`src/rtl/regfile_port_ctrl_if.sv`:
```
// Request/response/writeback handshake bundle between a pipeline client and
// the register-file port controller.
interface regfile_port_ctrl_if;
    logic        rd_req_valid;
    logic        rd_req_ready;
    logic [4:0]  rd_req_rs1;
    logic [4:0]  rd_req_rs2;
    logic        rd_rsp_valid;
    logic        rd_rsp_ready;
    logic [31:0] rd_rsp_data1;
    logic [31:0] rd_rsp_data2;
    logic        wb_valid;
    logic        wb_ready;
    logic [4:0]  wb_rd;
    logic [31:0] wb_data;
    logic [1:0]  wb_count;

    // Client side: issues reads and writebacks, consumes responses.
    modport master (
        output rd_req_valid, rd_req_rs1, rd_req_rs2, rd_rsp_ready,
               wb_valid, wb_rd, wb_data,
        input  rd_req_ready, rd_rsp_valid, rd_rsp_data1, rd_rsp_data2,
               wb_ready, wb_count
    );

    // Controller side.
    modport slave (
        input  rd_req_valid, rd_req_rs1, rd_req_rs2, rd_rsp_ready,
               wb_valid, wb_rd, wb_data,
        output rd_req_ready, rd_rsp_valid, rd_rsp_data1, rd_rsp_data2,
               wb_ready, wb_count
    );
endinterface

```
`src/rtl/regfile_port_ctrl.sv`:
```
// Register-file port controller: one operand read at a time with fixed
// two-cycle latency, a 2-entry writeback queue drained whenever the read
// port is not in use, and bypass of queued writes into read responses.
module regfile_port_ctrl (
    input  logic                  clk,
    input  logic                  reset,
    regfile_port_ctrl_if.slave    bus,
    output logic                  rf_en,
    output logic                  rf_reset,
    output logic                  rf_readEn,
    output logic                  rf_writeEn,
    output logic [4:0]            rf_rs1,
    output logic [4:0]            rf_rs2,
    output logic [4:0]            rf_rd,
    output logic [31:0]           rf_dataIn,
    input  logic [31:0]           rf_readOut1,
    input  logic [31:0]           rf_readOut2
);

    typedef enum logic [1:0] {
        ST_CLEAR    = 2'd0,
        ST_IDLE     = 2'd1,
        ST_RD_ISSUE = 2'd2,
        ST_RD_RSP   = 2'd3
    } state_t;

    state_t             state_r;
    state_t             state_nxt_s;

    logic [4:0]         rs1_r;
    logic [4:0]         rs2_r;
    logic               hit1_r;
    logic               hit2_r;
    logic [31:0]        byp1_r;
    logic [31:0]        byp2_r;

    // Entry 0 is the queue head (oldest), entry 1 the younger one.
    logic [1:0][4:0]    q_rd_r;
    logic [1:0][31:0]   q_data_r;
    logic [1:0]         q_cnt_r;

    logic               rd_req_ready_s;
    logic               wb_ready_s;
    logic               rd_accept_s;
    logic               wb_push_s;
    logic               drain_s;
    logic               rsp_hs_s;
    logic               rsp_valid_s;
    logic [32:0]        lookup1_s;
    logic [32:0]        lookup2_s;

    // Youngest queued entry targeting src wins; returns {hit, data}.
    function automatic logic [32:0] byp_lookup(
        input logic [4:0]        src,
        input logic [1:0]        cnt,
        input logic [1:0][4:0]   rds,
        input logic [1:0][31:0]  dats
    );
        logic [32:0] res;
        if ((cnt == 2'd2) && (rds[1] == src)) begin
            res = {1'b1, dats[1]};
        end else if ((cnt != 2'd0) && (rds[0] == src)) begin
            res = {1'b1, dats[0]};
        end else begin
            res = {1'b0, 32'd0};
        end
        return res;
    endfunction

    // Handshake qualifiers; everything is forced quiet while reset is high.
    always_comb begin
        rd_req_ready_s = ~reset & (state_r == ST_IDLE);
        wb_ready_s     = ~reset & (state_r != ST_CLEAR) & (q_cnt_r != 2'd2);
        rd_accept_s    = bus.rd_req_valid & rd_req_ready_s;
        wb_push_s      = bus.wb_valid & wb_ready_s & (bus.wb_rd != 5'd0);
        drain_s        = ~reset & ((state_r == ST_IDLE) | (state_r == ST_RD_RSP))
                         & (q_cnt_r != 2'd0);
        rsp_valid_s    = ~reset & (state_r == ST_RD_RSP);
        rsp_hs_s       = rsp_valid_s & bus.rd_rsp_ready;
        lookup1_s      = byp_lookup(rs1_r, q_cnt_r, q_rd_r, q_data_r);
        lookup2_s      = byp_lookup(rs2_r, q_cnt_r, q_rd_r, q_data_r);
    end

    // Next-state logic of the read sequencer.
    always_comb begin
        state_nxt_s = state_r;
        case (state_r)
            ST_CLEAR:    state_nxt_s = ST_IDLE;
            ST_IDLE:     state_nxt_s = rd_accept_s ? ST_RD_ISSUE : ST_IDLE;
            ST_RD_ISSUE: state_nxt_s = ST_RD_RSP;
            ST_RD_RSP:   state_nxt_s = rsp_hs_s ? ST_IDLE : ST_RD_RSP;
            default:     state_nxt_s = ST_CLEAR;
        endcase
    end

    // State register; reset always lands in CLEAR so the RF gets one clear cycle after release.
    always_ff @(posedge clk) begin
        if (reset) begin
            state_r <= ST_CLEAR;
        end else begin
            state_r <= state_nxt_s;
        end
    end

    // Capture source addresses when a read is accepted.
    always_ff @(posedge clk) begin
        if (reset) begin
            rs1_r <= 5'd0;
            rs2_r <= 5'd0;
        end else if (rd_accept_s) begin
            rs1_r <= bus.rd_req_rs1;
            rs2_r <= bus.rd_req_rs2;
        end else begin
            rs1_r <= rs1_r;
            rs2_r <= rs2_r;
        end
    end

    // Snapshot bypass hits against the queue as it stands during the issue cycle (nothing drains then).
    always_ff @(posedge clk) begin
        if (reset) begin
            hit1_r <= 1'b0;
            hit2_r <= 1'b0;
            byp1_r <= 32'd0;
            byp2_r <= 32'd0;
        end else if (state_r == ST_RD_ISSUE) begin
            hit1_r <= lookup1_s[32];
            byp1_r <= lookup1_s[31:0];
            hit2_r <= lookup2_s[32];
            byp2_r <= lookup2_s[31:0];
        end else begin
            hit1_r <= hit1_r;
            byp1_r <= byp1_r;
            hit2_r <= hit2_r;
            byp2_r <= byp2_r;
        end
    end

    // Writeback queue: push at tail, pop at head; push+pop only happens with one entry present.
    always_ff @(posedge clk) begin
        if (reset) begin
            q_cnt_r  <= 2'd0;
            q_rd_r   <= '0;
            q_data_r <= '0;
        end else begin
            case ({wb_push_s, drain_s})
                2'b10: begin
                    q_rd_r[q_cnt_r[0]]   <= bus.wb_rd;
                    q_data_r[q_cnt_r[0]] <= bus.wb_data;
                    q_cnt_r              <= q_cnt_r + 2'd1;
                end
                2'b01: begin
                    q_rd_r[0]   <= q_rd_r[1];
                    q_data_r[0] <= q_data_r[1];
                    q_rd_r[1]   <= 5'd0;
                    q_data_r[1] <= 32'd0;
                    q_cnt_r     <= q_cnt_r - 2'd1;
                end
                2'b11: begin
                    q_rd_r[0]   <= bus.wb_rd;
                    q_data_r[0] <= bus.wb_data;
                    q_cnt_r     <= q_cnt_r;
                end
                default: begin
                    q_cnt_r <= q_cnt_r;
                end
            endcase
        end
    end

    // Register-file side drive; read and write strobes are mutually exclusive by state.
    always_comb begin
        rf_reset   = reset | (state_r == ST_CLEAR);
        rf_readEn  = ~reset & (state_r == ST_RD_ISSUE);
        rf_writeEn = drain_s;
        rf_en      = rf_reset | rf_readEn | rf_writeEn;
        rf_rs1     = rf_readEn ? rs1_r : 5'd0;
        rf_rs2     = rf_readEn ? rs2_r : 5'd0;
        rf_rd      = drain_s ? q_rd_r[0] : 5'd0;
        rf_dataIn  = drain_s ? q_data_r[0] : 32'd0;
    end

    // Response data: x0 reads zero, bypass beats the RF, zero whenever not valid.
    always_comb begin
        bus.rd_rsp_data1 = 32'd0;
        bus.rd_rsp_data2 = 32'd0;
        if (rsp_valid_s) begin
            bus.rd_rsp_data1 = (rs1_r == 5'd0) ? 32'd0 : (hit1_r ? byp1_r : rf_readOut1);
            bus.rd_rsp_data2 = (rs2_r == 5'd0) ? 32'd0 : (hit2_r ? byp2_r : rf_readOut2);
        end else begin
            bus.rd_rsp_data1 = 32'd0;
            bus.rd_rsp_data2 = 32'd0;
        end
    end

    assign bus.rd_req_ready = rd_req_ready_s;
    assign bus.wb_ready     = wb_ready_s;
    assign bus.rd_rsp_valid = rsp_valid_s;
    assign bus.wb_count     = reset ? 2'd0 : q_cnt_r;

endmodule

```
`src/flat_wrapper.sv`:
```
// flat-port wrapper written by rule: the top's interface ports become plain ports
module regfile_port_ctrl_flat 
  (clk, reset, rf_en, rf_reset, rf_readEn, rf_writeEn, rf_rs1, rf_rs2, rf_rd, rf_dataIn, rf_readOut1, rf_readOut2, bus_rd_req_valid, bus_rd_req_rs1, bus_rd_req_rs2, bus_rd_rsp_ready, bus_wb_valid, bus_wb_rd, bus_wb_data, bus_rd_req_ready, bus_rd_rsp_valid, bus_rd_rsp_data1, bus_rd_rsp_data2, bus_wb_ready, bus_wb_count);
  regfile_port_ctrl_if bus_i ();
  input  logic clk;
  input  logic reset;
  output logic rf_en;
  output logic rf_reset;
  output logic rf_readEn;
  output logic rf_writeEn;
  output logic [4:0] rf_rs1;
  output logic [4:0] rf_rs2;
  output logic [4:0] rf_rd;
  output logic [31:0] rf_dataIn;
  input  logic [31:0] rf_readOut1;
  input  logic [31:0] rf_readOut2;
  input wire logic [$bits(bus_i.rd_req_valid)-1:0] bus_rd_req_valid;
  input wire logic [$bits(bus_i.rd_req_rs1)-1:0] bus_rd_req_rs1;
  input wire logic [$bits(bus_i.rd_req_rs2)-1:0] bus_rd_req_rs2;
  input wire logic [$bits(bus_i.rd_rsp_ready)-1:0] bus_rd_rsp_ready;
  input wire logic [$bits(bus_i.wb_valid)-1:0] bus_wb_valid;
  input wire logic [$bits(bus_i.wb_rd)-1:0] bus_wb_rd;
  input wire logic [$bits(bus_i.wb_data)-1:0] bus_wb_data;
  output wire logic [$bits(bus_i.rd_req_ready)-1:0] bus_rd_req_ready;
  output wire logic [$bits(bus_i.rd_rsp_valid)-1:0] bus_rd_rsp_valid;
  output wire logic [$bits(bus_i.rd_rsp_data1)-1:0] bus_rd_rsp_data1;
  output wire logic [$bits(bus_i.rd_rsp_data2)-1:0] bus_rd_rsp_data2;
  output wire logic [$bits(bus_i.wb_ready)-1:0] bus_wb_ready;
  output wire logic [$bits(bus_i.wb_count)-1:0] bus_wb_count;
  assign bus_i.rd_req_valid = bus_rd_req_valid;
  assign bus_i.rd_req_rs1 = bus_rd_req_rs1;
  assign bus_i.rd_req_rs2 = bus_rd_req_rs2;
  assign bus_i.rd_rsp_ready = bus_rd_rsp_ready;
  assign bus_i.wb_valid = bus_wb_valid;
  assign bus_i.wb_rd = bus_wb_rd;
  assign bus_i.wb_data = bus_wb_data;
  assign bus_rd_req_ready = bus_i.rd_req_ready;
  assign bus_rd_rsp_valid = bus_i.rd_rsp_valid;
  assign bus_rd_rsp_data1 = bus_i.rd_rsp_data1;
  assign bus_rd_rsp_data2 = bus_i.rd_rsp_data2;
  assign bus_wb_ready = bus_i.wb_ready;
  assign bus_wb_count = bus_i.wb_count;
  regfile_port_ctrl u_core (.clk(clk), .reset(reset), .bus(bus_i), .rf_en(rf_en), .rf_reset(rf_reset), .rf_readEn(rf_readEn), .rf_writeEn(rf_writeEn), .rf_rs1(rf_rs1), .rf_rs2(rf_rs2), .rf_rd(rf_rd), .rf_dataIn(rf_dataIn), .rf_readOut1(rf_readOut1), .rf_readOut2(rf_readOut2));
endmodule
```
`config.mk`:
```
export PLATFORM = sky130hd
export DESIGN_NAME = regfile_port_ctrl_flat
export DESIGN_NICKNAME = d
export VERILOG_FILES = /design/src/rtl/regfile_port_ctrl_if.sv /design/src/rtl/regfile_port_ctrl.sv /design/src/flat_wrapper.sv
export SDC_FILE = /design/constraint.sdc
export NUM_CORES = 1
export LEC_CHECK = 0
export ABC_CLOCK_PERIOD_IN_PS = 5300
export BUFFER_PORTS_ARGS = -buffer_cell sky130_fd_sc_hd__buf_2
export CORE_ASPECT_RATIO = 1.25
export CORE_MARGIN = 2
export CORE_UTILIZATION = 43
export DETAILED_ROUTE_END_ITERATION = 16
export GPL_TIMING_DRIVEN = 1
export PLACE_DENSITY = 0.68
export SLEW_MARGIN = 20
export SYNTH_ARGS = -nofsm -noshare
export SYNTH_HDL_FRONTEND = slang
export SYNTH_SLANG_ARGS = --single-unit
```
`constraint.sdc`:
```
create_clock -name clk -period 5.3 [get_ports clk]
set_clock_uncertainty 0.05 [all_clocks]
set_input_delay 0.265 -clock clk [delete_from_list [all_inputs] [get_ports clk]]
set_output_delay 0.265 -clock clk [all_outputs]
set_load 0.05 [all_outputs]
```
* Word level (Yosys, flattened, before mapping) *
Index checks and enable logic that the tools add are counted.

storage, ports and cells
  input port bits = 116
  output and inout port bits = 120
  flip-flop bits (word level) = 154
  word-level logic and storage cells = 86

cells by class
  reductions and logical operators = 13
  bitwise logic cells = 16
  mux-type cells = 29
  add/subtract/negate cells = 2
  equal/unequal tests = 12
  order comparisons = 2

operators by type and width
  cell                                                             count
  32-bit two-way mux                                               8
  33-bit two-way mux                                               4
  32-bit case mux with 3 select lines                              1
  64-bit bitwise mux                                               1
  32-bit case mux with 2 select lines                              1
  32-bit demux with 1-bit select                                   1
  5-bit == test                                                    4
  5-bit two-way mux                                                4
  5-bit case mux with 3 select lines                               1
  1-bit bitwise AND                                                11
  10-bit bitwise mux                                               1
  2-bit == test, second input constant                             5
  5-bit zero test                                                  2
  5-bit case mux with 2 select lines                               1
  2-bit case mux with 4 select lines                               1
  2-bit two-way mux                                                3
  2-bit nonzero test                                               3
  5-bit demux with 1-bit select                                    1
  1-bit logical AND                                                5
  5-bit nonzero test                                               1
  2-bit by 1-bit == test with 1-bit output, second input constant  2
  1-bit bitwise OR                                                 4
  2-bit case mux with 2 select lines                               1
  3-bit nonzero test                                               1
  7 further kinds                                                  7

* Depth between registers and ports, before layout *
  depth in word-level cells = 7
  depth in mapped cells = 12
  depth with buffers taken out = 8

* Worst setup path before layout *
Ideal clock, no wire load.

  path type = input to register
  start point = input port reset
  end point = register u_core.q_data_r[45] (netlist bit)
  path buffers = 3
  library setup time = 65 ps
  slack = 1,791 ps
  arrival time = 3,394 ps
  stages on the path = 10
  data required time = 5,185 ps
  cells stage by stage = buf_2 -> clkbuf_1 -> o21bai_1 -> nor2_1 -> nand3_1 -> ha_1 -> nor3b_2 -> clkbuf_1 -> a22oi_1 -> nor2_1

on the way
  longest elaborated chain between the ends = 7
  elaborated cells between the ends (all ways) = 11
  classes of those cells = eq/ne: 2; mux: 1; bitwise: 7; reduce/logical: 1

RTL lines
  element                                                                    line                      source
  start, declared                                                            flat_wrapper.sv:6         input logic reset;
  1-bit inverter *                                                           regfile_port_ctrl.sv:73   wb_ready_s = ~reset & (state_r != ST_CLEAR) & (q_cnt_r != 2'd2);
  1-bit bitwise AND * (2 in a row)                                           regfile_port_ctrl.sv:73
  via bus_wb_ready                                                           flat_wrapper.sv:28        output wire logic [$bits(bus_i.wb_ready)-1:0] bus_wb_ready;
  1-bit bitwise AND * (2 in a row)                                           regfile_port_ctrl.sv:75   wb_push_s = bus.wb_valid & wb_ready_s & (bus.wb_rd != 5'd0);
  2-bit by 1-bit == test with 1-bit output or 2-bit == test (tied branches)  regfile_port_ctrl.sv:146  case ({wb_push_s, drain_s})
  32-bit case mux with 2 select lines or 2-bit nonzero test (tied branches)  --
  end signal, assigned by index                                              regfile_port_ctrl.sv:149  q_data_r[q_cnt_r[0]] <= bus.wb_data;
  end, declared                                                              regfile_port_ctrl.sv:39   logic [1:0][31:0] q_data_r;

The timed path passes the listed nets; every way through them passes the cells marked *.
A chain may end at the register's enable or synchronous reset.

* Final worst setup path *
  start point = register u_core.q_cnt_r[0]
  end point = register u_core.q_data_r[18] (netlist bit)

on the way
  longest elaborated chain between the ends = 6
  elaborated cells between the ends (all ways) = 17
  classes of those cells = order compare: 2; eq/ne: 4; mux: 4; bitwise: 4; reduce/logical: 3

RTL lines
  element                                                                                                    line                                               source
  start, declared                                                                                            regfile_port_ctrl.sv:40                            logic [1:0] q_cnt_r;
  start signal, assigned                                                                                     regfile_port_ctrl.sv:150                           q_cnt_r <= q_cnt_r + 2'd1;
  start signal, assigned                                                                                     regfile_port_ctrl.sv:157                           q_cnt_r <= q_cnt_r - 2'd1;
  start signal, assigned                                                                                     regfile_port_ctrl.sv:162                           q_cnt_r <= q_cnt_r;
  1-bit by 2-bit less-than comparator with 1-bit output (implied by the code), or another cell as far along  regfile_port_ctrl.sv:149
  1-bit logical AND (implied by the code) or 1-bit bitwise AND (tied branches)                               regfile_port_ctrl.sv:149, regfile_port_ctrl.sv:73
  32-bit two-way mux (implied by the code) or 1-bit bitwise AND (tied branches)                              regfile_port_ctrl.sv:149, regfile_port_ctrl.sv:75
  32-bit demux with 1-bit select or 1-bit bitwise AND (tied branches)                                        --
  64-bit bitwise mux, or another cell as far along                                                           regfile_port_ctrl.sv:149
  32-bit case mux with 3 select lines or 3-bit nonzero test (tied branches)                                  --

Parallel ways exist; a longest one is shown, timed or not.

==> impl_metrics.py <==
metrics = {
    "critical_path": {
        "critical_path.cell_chain": "and2b_1, nor2_1, nand3_1, ha_1, a21oi_4, buf_4, nor2_1, a311oi_1",
        "path_max_fanout": 38,
        "worstPathArrival_ps": 3540,
        "crit_path_end_kind": "flop",
        "cp_slowest_cell": "a21oi_4",
        "required_ps": 5570,
        "cpMostUsedCell": "nor2_1",
        "critical-path-max-stage-delay_ps": 740,
        "cp-start-kind": "flop",
        "worstSetupPathType": "reg -> reg",
    },
    "timing": {
        "fin_tns_setup_ps": 0,
        "setup_viol": 0,
        "fin_crit_ps": 3270,
        "hold_viol_final": 0,
        "fin_crit_sh_pct": 61.7,
        "fmax_mhz": 306,
        "rsz0062_at_grt": "no",
        "tightest_slew_ps": 1170,
        "max_slew_margin_pct": 21.9,
        "drv_slew": 0,
    },
    "grt": {
        "track_usage_pct": 26.6,
        "grt_max_degree": 95,
        "grt_first_pass_wirelength_um": 43800,
        "grt_overflow": 0,
        "first_global_vias": 8063,
        "antenna_found_initial": 3,
    },
    "power_and_ir_drop": {
        "power.density_mw_per_mm2": 296,
        "p_leak_nw": 4.58,
        "vdd_drop_max_mv": 0.177,
    },
    "yosys": {
        "synthCells": 990,
        "synth_enable_flop_cells": 0,
        "syn_area_per_cell_sq_um": 8.66,
        "synth_nets": 1109,
        "yosysSeqAreaShare_pct": 36.0,
        "synthArstFlopShare_pct": 0,
        "ys_warn_count": 0,
        "ys_seq_elements": 154,
        "yosys_most_used_dff": "dfxtp_1",
        "synth_cell_type_count": 38,
        "syn_area_sq_mm": 0.00857,
    },
    "finish": {
        "final_common_cell": "buf_2",
        "nets": 1277,
        "most-common-layout-cells": "buf_2, dfxtp_1, nor2_1",
        "final_util_pct": 53.3,
        "layout-drive-gt1-share_pct": 30.2,
        "design_area_sq_mm": 0.0104,
        "area_growth_pct": 21.0,
        "fillers": 1838,
    },
    "clock_network": {
        "numCtsBuffers": 17,
        "post_cts_resized": 0,
        "clkLatencyLatePin_ps": 430,
        "cts_tree": "done",
        "clockBufferDepth": 2,
        "postCtsSetupRepairBufs": 0,
        "clockRootBuffer": "clkbuf_16",
        "path_clk_slew_ps": 60,
        "cts_hold_buf": 1,
        "tritoncts_num_sinks": 154,
        "htree_levels": 4,
    },
    "placed_design": {
        "postPlaceCellArea_sq_mm": 0.00975,
        "portBuffers": 235,
        "finalWeightedCongestion": 0.852,
        "place_hpwl_um": 17500,
    },
    "floorplan": {
        "die_w_um": 130,
        "coreArea_sq_mm": 0.0195,
        "boundaryPins": 236,
        "num_rows": 57,
        "dieHeight_um": 162,
        "die_area_sq_mm": 0.0211,
        "initial_utilization_pct": 44.0,
    },
    "drt": {
        "ant_nets": 0,
        "wl_per_cell_um": 19.8,
        "wl_um": 28500,
        "num_vias": 8247,
        "route.detailed.drc": 0,
        "via_per_inst": 5.74,
        "drt-initial-drc-count": 664,
        "drt-pass1-iter-count": 5,
    },
    "hold_path": {
        "worstHoldPathType": "in -> reg",
    },
    "job": {
        "cap_viol_max_count": 0,
    },
    "status": {
        "status": "finished clean",
    },
}
layer usage:
metal  vias up  track usage, %  share of wire [%]
met5         -               0                  0
met4         0            11.5                3.0
met3        54            5.93                7.6
met2       391            43.1                 48
met1      3879            34.0                 42
li1       3923               -                  -
cell usage after synthesis (3+ instances only):
cell type	instances	share of area [%]
dfxtp_1	154	36
nor2_1	150	6.6
nand3_1	103	6.0
o21bai_1	66	5.8
mux2i_1	64	7.5
nand2_1	64	2.8
a221oi_2	58	10
clkbuf_1	41	1.8
a311oi_1	38	3.9
and3_1	38	2.8
a22oi_1	37	3.2
inv_1	34	1.5
buf_2	33	1.9
buf_4	16	1.4
xor2_1	14	1.4
a21oi_1	13	0.76
and2_1	12	0.88
xnor2_1	8	0.82
a221oi_1	6	0.61
buf_6	6	0.79
buf_1	4	0.18
ha_1	3	0.44
nor2b_1	3	0.22
nor4_4	3	0.74
report_power, final:
group / internal, mW / switching (mW)
sequential: 1.22 / 0.0830
combinational: 0.182 / 0.344
clock: 0.748 / 0.491
total: 2.16 / 0.917
sequential cells by signal, summed over array words and instances (netlist names):
signal           cells
u_core.byp2_r       32
u_core.q_rd_r       10
u_core.rs1_r         5
u_core.q_cnt_r       2
u_core.hit1_r        1
u_core.state_r       2
u_core.hit2_r        1
u_core.q_data_r     64
u_core.byp1_r       32
u_core.rs2_r         5
cells by family after synthesis:
group	share of synthesized area [%]
xor gates and xnor gates	2.25
DFF	36.0
adders and majority gates	0.438
AOI/OAI and AO/OA	25.1
buffers and inverters	7.58
muxes	7.48
and+or+nand+nor	21.2
cell type report:
type / count / area (sq um) / share of cell area [%]
Timing Repair Buffer: 249 / 1290 / 12.4
Multi-Input combinational cell: 702 / 4940 / 47.6
Antenna cell: 2 / 5.00 / 0.0483
Tap cell: 265 / 332 / 3.20
Clock buffer: 19 / 443 / 4.27
Inverter: 34 / 128 / 1.23
Clock inverter: 13 / 150 / 1.45
Sequential cell: 154 / 3090 / 29.8
critical path: cells and delay by family, from the launching register on:
family                     cells  cell delay [ps]
and+or+nand+nor                4              720
DFF                            1              590
AOI/OAI and AO/OA              2             1020
buffers and inverters          1              510
adders and majority gates      1              240
worst paths after layout:
check / start / endpoint / slack (ps) / cells after the start
setup reg to reg: u_core.q_cnt_r[0] / u_core.q_data_r[18] / 2030 / 8
setup / recovery: u_core.q_cnt_r[0] / u_core.q_data_r[18] / 2030 / 8
hold / removal: bus_rd_req_rs2[0] / u_core.rs2_r[0] / 10 / 3
hold reg to reg: u_core.q_data_r[43] / u_core.q_data_r[11] / 440 / 2
per-stage QoR:
step | setup WS, ps | instances | hold WS, ps | power (mW)
after floorplan | 1790 | 990 | 335 | 1.69
after global placement | 2190 | 1403 | 429 | 1.84
after detailed placement | 2080 | 1403 | 432 | 1.85
after CTS | 2090 | 1436 | 8.35 | 3.07
after global routing | 1810 | 1438 | 21.8 | 3.19
final | 2030 | 1438 | 13.1 | 3.07
Note: power is estimated with default switching activity, not from simulation.
